===== config.mk =====
export PLATFORM = sky130hd
export DESIGN_NAME = vx_pipe_elastic_reg
export DESIGN_NICKNAME = d
export VERILOG_FILES = /design/src/rtl/vx_pipe_elastic_reg.sv
export SDC_FILE = /design/constraint.sdc
export NUM_CORES = 1
export LEC_CHECK = 0
export BUFFER_PORTS_ARGS = -buffer_cell sky130_fd_sc_hd__buf_2
export CORE_MARGIN = 2
export CORE_UTILIZATION = 50
export CTS_CLUSTER_SIZE = 30
export DETAILED_ROUTE_END_ITERATION = 12
export GPL_TIMING_DRIVEN = 0
export PLACE_DENSITY = 0.81
export REMOVE_ABC_BUFFERS = 1
export SYNTH_ARGS = -nofsm -noshare
export SYNTH_HDL_FRONTEND = slang
export SYNTH_SLANG_ARGS = --single-unit

===== constraint.sdc =====
create_clock -name clk -period 2.6 [get_ports clk]
set_input_delay 0.13 -clock clk [delete_from_list [all_inputs] [get_ports clk]]
set_output_delay 0.13 -clock clk [all_outputs]
set_load 0.02 [all_outputs]

===== src/rtl/vx_pipe_elastic_reg.sv =====
// ---------------------------------------------------------------------------
// vx_pipe_elastic_reg
//
// Elastic pipeline register between two pipeline stages. It carries a packed
// scalar sideband, a warp number, a per-thread mask and per-thread lane data.
// Storage is a main (head) entry plus one skid entry. Because of the skid
// entry, in_ready is derived only from registered state and in_freeze, and
// never from out_ready. This breaks the combinational stall path.
//
// Ports
//   clk, reset_n        clock (rising edge), asynchronous active-low reset
//   in_valid/in_ready   producer handshake
//   in_thread_mask      per-thread valid mask (an all-zero mask is a bubble)
//   in_warp_num         warp id
//   in_data             scalar sideband
//   in_lane_data        per-thread data, lane i at [32i+31:32i]
//   in_flush            synchronous squash of every held entry
//   in_freeze           hold all state, block both handshakes
//   out_valid/out_ready consumer handshake
//   out_*               fields of the head entry
//   out_count           number of entries held (0..2)
//   stall_cycles        saturating count of cycles with out_valid & ~out_ready
// ---------------------------------------------------------------------------
module vx_pipe_elastic_reg #(
    parameter int DATAW = 128,
    parameter int NT    = 4,
    parameter int NWB   = 2
) (
    input  logic                 clk,
    input  logic                 reset_n,

    input  logic                 in_valid,
    output logic                 in_ready,
    input  logic [NT-1:0]        in_thread_mask,
    input  logic [NWB-1:0]       in_warp_num,
    input  logic [DATAW-1:0]     in_data,
    input  logic [NT*32-1:0]     in_lane_data,

    input  logic                 in_flush,
    input  logic                 in_freeze,

    output logic                 out_valid,
    input  logic                 out_ready,
    output logic [NT-1:0]        out_thread_mask,
    output logic [NWB-1:0]       out_warp_num,
    output logic [DATAW-1:0]     out_data,
    output logic [NT*32-1:0]     out_lane_data,

    output logic [1:0]           out_count,
    output logic [31:0]          stall_cycles
);

    // One stored entry packed as {mask, warp, sideband, lane data}.
    localparam int LW = NT * 32;
    localparam int EW = NT + NWB + DATAW + LW;

    typedef enum logic [1:0] {
        ST_EMPTY = 2'd0,
        ST_ONE   = 2'd1,
        ST_FULL  = 2'd2
    } state_t;

    state_t          state_q, state_d;
    logic [EW-1:0]   main_q,  main_d;
    logic [EW-1:0]   skid_q,  skid_d;
    logic [31:0]     stall_q, stall_d;

    logic [EW-1:0]   in_entry;
    logic            acc;
    logic            deq;

    assign in_entry = {in_thread_mask, in_warp_num, in_data, in_lane_data};

    // Handshake outputs. reset_n is folded into in_ready so that the producer
    // sees "not ready" for as long as reset is asserted.
    assign in_ready  = (state_q != ST_FULL) & ~in_freeze & reset_n;
    assign out_valid = (state_q != ST_EMPTY) & ~in_freeze;

    // An all-zero thread mask is still handshaken (consumed) but never stored.
    assign acc = in_valid & in_ready & (|in_thread_mask);
    assign deq = out_valid & out_ready;

    // The head entry drives the outputs directly. Its payload may be stale
    // while out_valid is low.
    assign out_thread_mask = main_q[EW-1 -: NT];
    assign out_warp_num    = main_q[EW-NT-1 -: NWB];
    assign out_data        = main_q[LW +: DATAW];
    assign out_lane_data   = main_q[LW-1:0];

    assign out_count    = (state_q == ST_FULL) ? 2'd2 :
                          (state_q == ST_ONE)  ? 2'd1 : 2'd0;
    assign stall_cycles = stall_q;

    // Next-state and datapath.
    always_comb begin
        state_d = state_q;
        main_d  = main_q;
        skid_d  = skid_q;
        stall_d = stall_q;

        if (in_flush) begin
            // Flush wins over freeze and over any transfer. The skid payload
            // is simply left stale because the state marks it invalid.
            state_d = ST_EMPTY;
        end else if (!in_freeze) begin
            unique case (state_q)
                ST_EMPTY: begin
                    if (acc) begin
                        main_d  = in_entry;
                        state_d = ST_ONE;
                    end
                end
                ST_ONE: begin
                    if (acc && deq) begin
                        main_d = in_entry;
                    end else if (acc) begin
                        skid_d  = in_entry;
                        state_d = ST_FULL;
                    end else if (deq) begin
                        state_d = ST_EMPTY;
                    end
                end
                ST_FULL: begin
                    // in_ready is low here, so only a dequeue can happen.
                    if (deq) begin
                        main_d  = skid_q;
                        state_d = ST_ONE;
                    end
                end
                default: state_d = ST_EMPTY;
            endcase
        end

        // out_valid is already low under freeze, so the counter holds then.
        if (out_valid && !out_ready && (stall_q != 32'hFFFF_FFFF)) begin
            stall_d = stall_q + 32'd1;
        end
    end

    always_ff @(posedge clk or negedge reset_n) begin
        if (!reset_n) begin
            state_q <= ST_EMPTY;
            main_q  <= '0;
            skid_q  <= '0;
            stall_q <= '0;
        end else begin
            state_q <= state_d;
            main_q  <= main_d;
            skid_q  <= skid_d;
            stall_q <= stall_d;
        end
    end

endmodule


# == Yosys cells after proc, flatten, opt, wreduce, memory -nomap -nowiden ==
# Index checks and enable logic that the tools add are counted.
# W data, S select, Z words.
# classes
addsub,1
n_eq_ne,12
n_mux,14
bitwise_logic,9
n_reduce_logical,11
# op_table
operator,count
$mux W262,3
$pmux W262 S3,1
$add A32 B1 Y32 const B,1
$ne A32 B32 Y1 const B,1
$mux W2,8
$reduce_and A5 Y1,2
$ne A3 B3 Y1 const B,3
$ne A2 B2 Y1 const B,4
$and A1 B1 Y1,6
$pmux W2 S3,1
$reduce_and A6 Y1,1
$ne A4 B4 Y1 const B,1
$reduce_or A4 Y1,1
$logic_and A1 B1 Y1,3
$not A1 Y1,3
$reduce_bool A3 Y1,1
$eq A2 B1 Y1 const B,1
$eq A2 B2 Y1 const B,1
$logic_not A2 Y1,1
$ne A2 B1 Y1 const B,1
$reduce_bool A2 Y1,1
$logic_not A1 Y1,1
$mux W1,1
# word_totals
register_bits,558
out_inout_bits,298
wordCells,51

# == Longest topological paths before layout ==
# Gate-level depths: netlist (run 1).
# depth
ltp_word,10
mapped_depth,9
ltp_nobuf,6

# == Least setup slack after synthesis (run 1) ==
# Ideal clock, no wire load.
# synth_timing
path_kind,register -> register
startpoint,register stall_q[0] (netlist: stall_cycles[0])
endpoint,register stall_q[1] (netlist: stall_cycles[1])
setup_time_ns,0.125
t_arrival_ns,1.903
t_required_ns,2.475
setup_slack_ns,0.572
path_stages_with_launch,8
path_buffers,1
path_cell_list,dfrtp_1 ha_1 nand4_1 nor4_1 nand3_1 buf_2 nand2_1 mux2_2
# synth_via
elab_chain_cells,2
word_cells_on_any_way,3
classes_between,add/sub: 1; eq/ne: 1; reduce/logical: 1
# synth_rtl
item,line_no,source
"start, declared",66,"logic [31:0] stall_q, stall_d;"
"start signal, assigned",150,stall_q <= stall_d;
branches (longest 2 deep; another with $add A32 B1 Y32),n/a,
# Parallel ways; which one is timed is not known.
# A chain may end at the register's enable or synchronous reset.

# == Worst setup path after layout (run 1) ==
# layout_timing
startpoint,register state_q[1]
endpoint,register main_q[174]
# layout_via
elab_chain_cells,8
word_cells_on_any_way,18
classes_between,eq/ne: 6; mux: 1; bitwise: 6; reduce/logical: 5
# layout_rtl
item,line_no,source
"start, declared",63,"state_t state_q, state_d;"
"start signal, assigned",147,state_q <= state_d;
$ne A2 B2 Y1,76,assign in_ready = (state_q != ST_FULL) & ~in_freeze & reset_n;
$and A1 B1 Y1 (2 in a row),76,
$and A1 B1 Y1 (2 in a row),80,assign acc = in_valid & in_ready & (|in_thread_mask);
$logic_and A1 B1 Y1,114,if (acc && deq) begin
$ne A2 B1 Y1 (no line),n/a,
$reduce_and A6 Y1 (no line),n/a,
"end signal, assigned",148,main_q <= main_d;
"end, declared",64,"logic [EW-1:0] main_q, main_d;"
# Several ways; a longest one is shown, not always the timed one.

==> results of run 1 <==
[final cells by class]
cell class | count | area (um2) | share of cell area [%]
timing repair buffer | 901 | 7020 | 21.1
antenna | 6 | 15.0 | 0.0451
tap | 622 | 778 | 2.34
clock inverter | 24 | 270 | 0.811
sequential | 558 | 14000 | 41.9
multi-input combinational | 1188 | 9560 | 28.7
clock buffer | 83 | 1690 | 5.06
inverter | 5 | 18.8 | 0.0563
[through the flow]
stage,worst slack (ns),hold slack [ns]
after global placement,-26.16,0.360
after detailed placement,-2.11,0.125
after floorplan,-18.79,-0.166
final,0.0119,0.0603
after CTS,0.00727,0.0156
after global routing,-0.0705,0.0587
[layout by cell type, fill, tap and decap left out, drive strengths merged]
cell,instances
nor2,16
xnor2,24
clkinvlp,4
o2111ai,1
a211oi,1
a211o,3
o21ai,264
dfrtp,558
bufbuf,10
mux2i,263
inv,8
clkbuf,89
ha,1
nor3,6
mux2,263
nand4,12
nor4,5
and3,8
and4,2
or2,2
nor3b,1
xor2,7
bufinv,5
a21oi,3
nor2b,2
diode,6
nand2,277
nand3,21
or4,1
nand3b,1
and2,4
dlygate4sd3,277
buf,608
clkinv,12
[metal layers]
layer / global-route usage, % / wire length [um]
met1: 33.9 / 28600
met2: 51.3 / 40100
met3: 10.2 / 7650
met4: 19.0 / 5290
met5: 0 / 23
[report_power, final]
| part | switching [mW] | internal, mW |
|---|---|---|
| Combinational | 3.14 | 1.95 |
| Clock | 3.63 | 5.01 |
| Sequential | 0.777 | 9.88 |
| Total | 7.54 | 16.8 |
[what timing repair did]
item,CTS,global route
buffers inserted,5,3
setup endpoints to repair,525,186
hold buffers,282,0
pin swaps,3,1
resized for setup,6,8
gates cloned,13,6
hold endpoints to repair,848,0
[state kept, by name, indices dropped and copies added, names as in the netlist]
register,cells
main_q,262
state_q,2
stall_cycles,32
skid_q,262
[tightest hold or removal path: stages]
cell and delay, ns:
buf_16 0.12, buf_12 0.11, buf_16 0.14, buf_16 0.14, bufbuf_16 0.38
[worst max-delay path by stage]
stage | start | cells past startpoint | to | slack (ns)
after detailed placement | reset_n | 13 | skid_q[55]$_DFFE_PN0P_ | -2.11
after global routing | stall_cycles[0]$_DFFE_PN0P_ | 6 | stall_cycles[1]$_DFFE_PN0P_ | -0.07
after floorplan | state_q[0]$_DFFE_PN0P_ | 5 | main_q[100]$_DFFE_PN0P_ | -18.79
after CTS | in_thread_mask[2] | 11 | main_q[248]$_DFFE_PN0P_ | 0.007
after global placement | state_q[0]$_DFFE_PN0P_ | 5 | main_q[47]$_DFFE_PN0P_ | -26.16
final | state_q[1]$_DFFE_PN0P_ | 8 | main_q[174]$_DFFE_PN0P_ | 0.01
[cell families after synthesis]
family,after synthesis
xor+xnor,31
fa+ha+maj,1
buf+inv,126
compound gates,270
flops,558
mux,526
simple gates,357
==> metrics, run 1 <==
Post-Layout Cell Count=approximately 3400; Design Power=~24 mW; Worst-Margin Slew=approximately 1.0 ns; P per Cell Area=around 730 nW/um2; Netlist cell types=39; CTS buffer count=57; CORE AREA=roughly 50000 um2; final slew viol count=0; DP HPWL=roughly 42000 um; Post-Synth Adder-Cell Area=less than 1%; H-tree levels=2; Synth Area in Simple Gates=between 6 and 7%; cell total after placement=2970; Buf/Inv on CP=5; ys async rst share=100%; Max VDD drop=~0.00073 V; worst r2r src=state_q[1]$_DFFE_PN0P_; Post-Synth XOR/XNOR Area=1.11%; Ys Warns=0; synthesized area=about 25000 um2; static leakage=16.1 nW; Gate Count Post-Synth=about 1900; post-synthesis compound-gate area fraction=7.08%; status=complete, no violations; fmax=386 MHz; critical path's slowest cell=dfrtp_2; CTS tree=yes; Worst Setup Path Type=reg -> reg; skew final=0.0208 ns; GR Util All Layers=30.7%; most numerous cell in the Yosys netlist=dfrtp_1; final period utilization=99.5%; initial antenna violation count=8; Max-Cap Viols=0; clk_lat worst skew=about 0.61 ns; DR vias=between 15000 and 20000; proportion of layout cells with a drive suffix above 1=roughly 37%; DRC viols=0; num rows=a little over 80; GPL Wtd Cong=a little over 0.8; wire per inst=~24 um; largest net degree at the start of global routing=between 100 and 150; total wire length=between 80000 and 90000 um; Die X-Extent=about 230 um; Post-synth EDFFs=0; vias in the first global route=around 21000; Placed Instance Area=around 28000 um2; Synth area leaders=dfrtp_1 57%, mux2i_1 11%, mux2_4 6.1%; Primary FF master, synth=dfrtp_1; Bufs on Longest Clock Path=3; syn avg cell area=~13 um2; top cell family by delay on the critical path=buffers and inverters; post-route cell area=approximately 33000 um2; port buffer count=between 500 and 600; Arr. time, crit path=between 3 and 4 ns; die area=between 50000 and 60000 um2; clock sink count=about 560; detailed router's first-iteration violation count=roughly 1400; endpoints failing setup=0; Crit. End Element=flip-flop; Rel. slew slack=30.1%; area share of the largest cell type after synthesis=56.9%; critical path launch point type=flip-flop; initial core utilization=about 50%; register bit count reported by yosys=between 500 and 600; reg2reg path depth=8; Seq/Total Area, Yosys=between 50% and 60%; worst-path fanout max=46; reg2reg end=main_q[174]$_DFFE_PN0P_; DRT antenna net count=0; first-pass GRT wire length=121000 um; Die Height=226 um; fin util=68.5%; setup_tns=0 ns; Vias/cell=about 5.8; Final nets=a little under 3000; Final Hold Viols=0; First-pass DRT Iterations=6; Period minus WS final=~2.6 ns; area grow syn2layout=35.8%; critical path's largest stage delay=between 0.4 and 0.5 ns; R2R Setup Slk=around 0.012 ns; cell taking the most area after synthesis=dfrtp_1; root buffer cell=clkbuf_16; Worst Hold Class=in -> async; Post-synth top cells=558 x dfrtp_1, 277 x nand2_1, 263 x mux2i_1; Reg clk slew, reported paths=0.07 ns; grt ovf=0; largest family of logic cells by synthesized area=multiplexers; Layout fillers=2972; CP required=just over 3 ns; boundary pin count=566; post-synthesis mux area share=around a quarter; Cell Chain, Critical Path=nor2b_4 > buf_6 > buf_12 > buf_12 > buf_16 > buf_16 > mux2i_1 > o21ai_1
Note: power is estimated with default switching activity, not from simulation.
==> run 2: changes to the inputs <==
==> config.mk (replaced) <==
export PLATFORM = sky130hd
export DESIGN_NAME = vx_pipe_elastic_reg
export DESIGN_NICKNAME = d
export VERILOG_FILES = /design/src/rtl/vx_pipe_elastic_reg.sv
export SDC_FILE = /design/constraint.sdc
export NUM_CORES = 1
export LEC_CHECK = 0
export BUFFER_PORTS_ARGS = -buffer_cell sky130_fd_sc_hd__clkbuf_2
export CORE_MARGIN = 2
export CORE_UTILIZATION = 50
export CTS_CLUSTER_SIZE = 30
export DETAILED_ROUTE_END_ITERATION = 12
export GPL_TIMING_DRIVEN = 0
export PLACE_DENSITY = 0.81
export SYNTH_ARGS = -nofsm -noshare
export SYNTH_HDL_FRONTEND = slang
export SYNTH_SLANG_ARGS = --single-unit
==> run 2 against run 1 <==
Effect of this change: design area fell by 0.32%; maximum frequency rose by 5.7%; worst setup slack improved by 0.14 ns; utilization fell by 0.22 points; via count fell by 1.8%; wire length fell by 3.9%; cell count rose by 1.7%; critical path depth fell by 2; combinational power fell by 2%; sequential share of layout area rose by 0.13 points.
==> metrics, run 2 (synthesis results as in run 1) <==
status=complete, no violations; Placed Instance Area=28300 um2; GR Util All Layers=about 31%; fmax=around 410 MHz; initial antenna violation count=4; final period utilization=about 94%; vias in the first global route=approximately 21000; syn_nets=about 2100; WL met3=roughly 6800 um; cell total after placement=around 3100; First-pass DRT Iterations=5; DR vias=19400; num rows=81; proportion of layout cells with a drive suffix above 1=37.0%; first-pass GRT wire length=120000 um; Die Height=between 200 and 250 um; Final nets=a little over 3000; DP HPWL=49100 um; CORE AREA=between 40000 and 50000 um2; Period minus WS final=~2.4 ns; R2R Setup Slk=around 0.21 ns; wire per inst=22.8 um; clock sink count=558; Worst Hold Class=in -> async; largest net degree at the start of global routing=roughly 120; Bufs on Longest Clock Path=3; Reg clk slew, reported paths=0.07 ns; CP required=between 2 and 2.5 ns; static leakage=between 15 and 20 nW; H-tree levels=2; Worst-Margin Slew=approximately 1.2 ns; uppermost layer routed=met5; commonest non-fill, non-tap cells in the layout=565 x clkbuf_2, 558 x dfrtp_1, 277 x nand2_1; Arr. time, crit path=between 2 and 2.5 ns; port buffer count=roughly 560; Max VDD drop=0.000668 V; area of the multi-input gates=around 9500 um2; detailed router's first-iteration violation count=1392; Crit. End Element=output port; post-route cell area=about 33000 um2; final slew viol count=0; die area=between 50000 and 60000 um2; area grow syn2layout=35.3%; CTS buffer count=57; GPL Wtd Cong=0.908; unrepaired setup endpoints after global routing=no; root buffer cell=clkbuf_16; clk_lat worst skew=0.62 ns; boundary pin count=between 500 and 600; DRT antenna net count=0; Final Hold Viols=0; commonest non-fill, non-tap cell in the layout=clkbuf_2; total wire length=between 70000 and 80000 um; P per Cell Area=~730 nW/um2; CTS tree=yes; worst-path fanout max=10; metal2 WL=between 30000 and 40000 um; Vias/cell=between 5 and 6; M1 WL=28600 um; Max-Cap Viols=0; skew final=roughly 0.017 ns; Post-Layout Cell Count=around 3400; storage element area=14000 um2; Worst Setup Path Type=reg -> out; grt ovf=0; initial core utilization=just over 50%; DRC viols=0; Die X-Extent=226 um; endpoints failing setup=0; critical path launch point type=flip-flop; Layout fillers=between 3000 and 4000; Rel. slew slack=between 20% and 30%
## run 2: final timing paths
check,depth (start not counted),start,end
min in group clk,5,out_ready,state_q[0]$_DFFE_PN0P_
max in group asynchronous,5,reset_n,skid_q[156]$_DFFE_PN0P_
hold / removal,6,reset_n,skid_q[109]$_DFFE_PN0P_
setup / recovery,6,state_q[1]$_DFFE_PN0P_,in_ready
hold reg to reg,2,main_q[48]$_DFFE_PN0P_,main_q[48]$_DFFE_PN0P_
setup reg to reg,6,state_q[1]$_DFFE_PN0P_,main_q[112]$_DFFE_PN0P_
## run 2: cell type report
type                    instances  area share (%)
plain buffers                 121            3.22
clock buffers                  89            5.18
inverters                       5          0.0565
diodes                          5          0.0377
well taps                     622            2.34
repair buffers                847            17.9
flip-flops and latches        558            42.0
multi-input cells            1185            28.6
clock inverters                13           0.682
## run 2: what timing repair did
item / 4_1_cts / 5_1_grt
setup buffers: 2 / 0
endpoints found under the setup margin: 526 / 1
endpoints found under the hold margin: 648 / 0
hold buffers: 274 / 0
cloned: 3 / 0
resized for setup: 1 / 1
pin swaps: 1 / 0
## run 2: critical path, stage by stage (launching register included)
cell,delay (ns)
dfrtp_1,0.46
nor2b_1,0.16
buf_2,0.18
clkbuf_4,0.24
buf_4,0.24
nor3b_1,0.22
clkbuf_2,0.21
## run 2: per-stage QoR
step | util, % | total power [mW] | TNS (ns) | hold WS (ns) | worst slack [ns]
after floorplan | - | 13.1 | 0 | -0.166 | 0.572
after global placement | 57.8 | 14.9 | - | 0.363 | -11.00
after detailed placement | 58.1 | 15.1 | -557.88 | 0.0205 | -1.25
after CTS | 68.2 | 24.1 | 0 | 0.00579 | 0.0800
after global routing | 68.3 | 25.1 | 0 | 0.0442 | 0.0266
final | 68.3 | 24.3 | 0 | 0.0301 | 0.151
## run 2: routing by layer
layer | up-vias | track usage, %
li1 | 8337 | -
met1 | 9766 | 34.6
met2 | 989 | 51.6
met3 | 322 | 9.01
met4 | 2 | 17.8
met5 | - | 0
## run 2: report_power, final
part	total (mW)	switching, mW	internal (mW)	leakage, nW
clock network	8.65	3.54	5.11	0.942
logic	4.98	3.08	1.90	7.83
registers	10.7	0.804	9.88	7.36
total	24.3	7.43	16.9	16.1
==> run 3: changes to the inputs <==
--- a/config.mk
+++ b/config.mk
@@ -6,12 +6,13 @@
 export NUM_CORES = 1
 export LEC_CHECK = 0
 export BUFFER_PORTS_ARGS = -buffer_cell sky130_fd_sc_hd__clkbuf_2
-export CORE_MARGIN = 2
-export CORE_UTILIZATION = 50
+export CORE_AREA = 2 2 223 225
 export CTS_CLUSTER_SIZE = 30
 export DETAILED_ROUTE_END_ITERATION = 12
+export DIE_AREA = 0 0 225 227
 export GPL_TIMING_DRIVEN = 0
 export PLACE_DENSITY = 0.81
+export SETUP_SLACK_MARGIN = 0.4
 export SYNTH_ARGS = -nofsm -noshare
 export SYNTH_HDL_FRONTEND = slang
 export SYNTH_SLANG_ARGS = --single-unit
==> constraint.sdc (replaced) <==
create_clock -name clk -period 2.6 [get_ports clk]
set_input_delay 0.39 -clock clk [delete_from_list [all_inputs] [get_ports clk]]
set_output_delay 0.39 -clock clk [all_outputs]
set_load 0.02 [all_outputs]
==> run 3 against run 2 <==
Effect of this change: sequential share of layout area increased by 2.4 points; power decreased by 1.5%; wire length decreased by 10%; combinational power decreased by 8.4%; die area increased by 0.41%; cell count decreased by 5.5%; critical path type unchanged; clock power increased by 2%; clock skew decreased by 0.0021 ns; worst setup slack improved by 0.19 ns.
==> metrics, run 3 (synthesis results as in run 1) <==
Placed Instance Area=roughly 28000 um2; Power Internal=around 17 mW; clock sink count=roughly 560; P per Cell Area=approximately 760 nW/um2; CORE AREA=a little under 50000 um2; Bufs on Longest Clock Path=3; Die X-Extent=about 230 um; Crit. End Element=output port; First-pass DRT Iterations=5; endpoints failing setup=0; Final Hold Viols=0; CTS tree=yes; Max VDD drop=0.000654 V; port buffer count=between 500 and 600; DRT antenna net count=0; syn_nets=2138; commonest non-fill, non-tap cell in the layout=clkbuf_2; skew final=about 0.015 ns; first-pass GRT wire length=109000 um; Die Height=~230 um; wire per inst=between 20 and 25 um; Arr. time, crit path=about 1.9 ns; Reg clk slew, reported paths=about 0.060 ns; unrepaired setup endpoints after global routing=yes; worst-path fanout max=4; num rows=81; DR vias=between 15000 and 20000; clock share of power=36.6%; Sw Ratio=around 29%; Vias/cell=5.46; H-tree levels=2; final period utilization=slightly below 90%; detailed router's first-iteration violation count=about 930; Comb pwr share=between 10% and 20%; commonest non-fill, non-tap cells in the layout=575 x clkbuf_2, 556 x dfrtp_1, 277 x nand2_1; DRC viols=0; Period minus WS final=~2.3 ns; largest net degree at the start of global routing=about 120; boundary pin count=approximately 570; clk_lat worst skew=0.60 ns; die area=around 50000 um2; static leakage=~15 nW; fin util=about two thirds; Seq pwr share=between 40% and 50%; final worst slack=0.345 ns; total wire length=between 70000 and 80000 um; area of the multi-input gates=approximately 9500 um2; final slew viol count=0; Placement Setup Slack=-1.17 ns; Worst-Margin Slew=between 1 and 1.5 ns; status=complete, no violations; P_sw=7.07 mW; CP required=approximately 2.2 ns; storage element area=14000 um2; grt ovf=0; Max-Cap Viols=0; DP HPWL=around 49000 um; root buffer cell=clkbuf_16; GPL Wtd Cong=between 0.8 and 0.9; Worst Hold Class=in -> reg; proportion of layout cells with a drive suffix above 1=about two fifths; Worst Setup Path Type=reg -> out; post-route cell area=roughly 31000 um2; Rel. slew slack=32.3%; critical path launch point type=flip-flop; GR Util All Layers=a little over a quarter; CTS buffer count=between 50 and 60; fmax=443 MHz; Final nets=between 2000 and 3000; initial antenna violation count=14; area grow syn2layout=28.0%; initial core utilization=roughly half; vias in the first global route=19200; Layout fillers=3486
-- run 3: worst paths after layout --
path                                        start                       to  slack [ns]  cells past startpoint
max                        state_q[1]$_DFFE_PN0P_                 in_ready        0.34                      6
min                              in_lane_data[47]   skid_q[47]$_DFFE_PN0P_        0.03                      2
max reg2reg                state_q[1]$_DFFE_PN0P_  skid_q[169]$_DFFE_PN0P_        0.45                      8
min reg2reg                main_q[55]$_DFFE_PN0P_   main_q[55]$_DFFE_PN0P_        0.47                      2
max in group asynchronous                 reset_n   main_q[22]$_DFFE_PN0P_        0.88                      5
min in group asynchronous                 reset_n   main_q[12]$_DFFE_PN0P_        0.14                      5
-- run 3: per-stage QoR --
| step | std cells | setup TNS (ns) | power [mW] | hold slack [ns] |
|---|---|---|---|---|
| after floorplan | 1869 | 0 | 13.1 | 0.0944 |
| after global placement | 3054 | - | 14.9 | 0.460 |
| after detailed placement | 3059 | -518.70 | 15.1 | 0.425 |
| after CTS | 3245 | 0 | 24.0 | 0.0000204 |
| after global routing | 3254 | 0 | 24.9 | 0.0127 |
| final | 3256 | 0 | 24.0 | 0.0304 |
-- run 3: final cells by class --
| class | count | area share [%] |
|---|---|---|
| Buffer | 121 | 3.57 |
| Timing Repair Buffer | 651 | 12.5 |
| Tap cell | 622 | 2.48 |
| Clock inverter | 20 | 0.829 |
| Clock buffer | 86 | 5.67 |
| Inverter | 5 | 0.0598 |
| Antenna cell | 8 | 0.0637 |
| Multi-Input combinational cell | 1185 | 30.3 |
| Sequential cell | 558 | 44.5 |
-- run 3: power by group through the flow --
stage          clock network [mW]  registers, mW  logic (mW)
2_1_floorplan                   0           11.7        1.39
3_3_place_gp                    0           10.7        4.24
3_5_place_dp                    0           10.7        4.38
4_1_cts                      8.90           10.6        4.55
5_1_grt                      9.26           10.7        4.93
6_report                     8.78           10.6        4.56
-- run 3: metal layers --
layer | up-vias | part of all wire, % | track usage, %
li1 | 7956 | - | -
met5 | - | 0.11 | 0
met1 | 8884 | 37 | 31.3
met3 | 247 | 8.4 | 8.96
met4 | 12 | 5.7 | 14.4
met2 | 663 | 48 | 46.0
-- run 3: what timing repair did --
| item | 4_1_cts | 5_1_grt |
|---|---|---|
| setup endpoints to repair | 527 | 142 |
| gates resized for setup | 20 | 28 |
| pin swaps | 1 | 2 |
| setup buffers | 8 | 3 |
| endpoints found under the hold margin | 150 | 0 |
| hold buffers | 68 | 0 |
| cloned | 4 | 0 |
-- run 3: critical path: stages (launching register included) --
cell	delay, ns
dfrtp_2	0.40
nor2b_4	0.12
buf_6	0.13
buf_12	0.12
buf_12	0.12
nor3b_4	0.21
buf_6	0.14
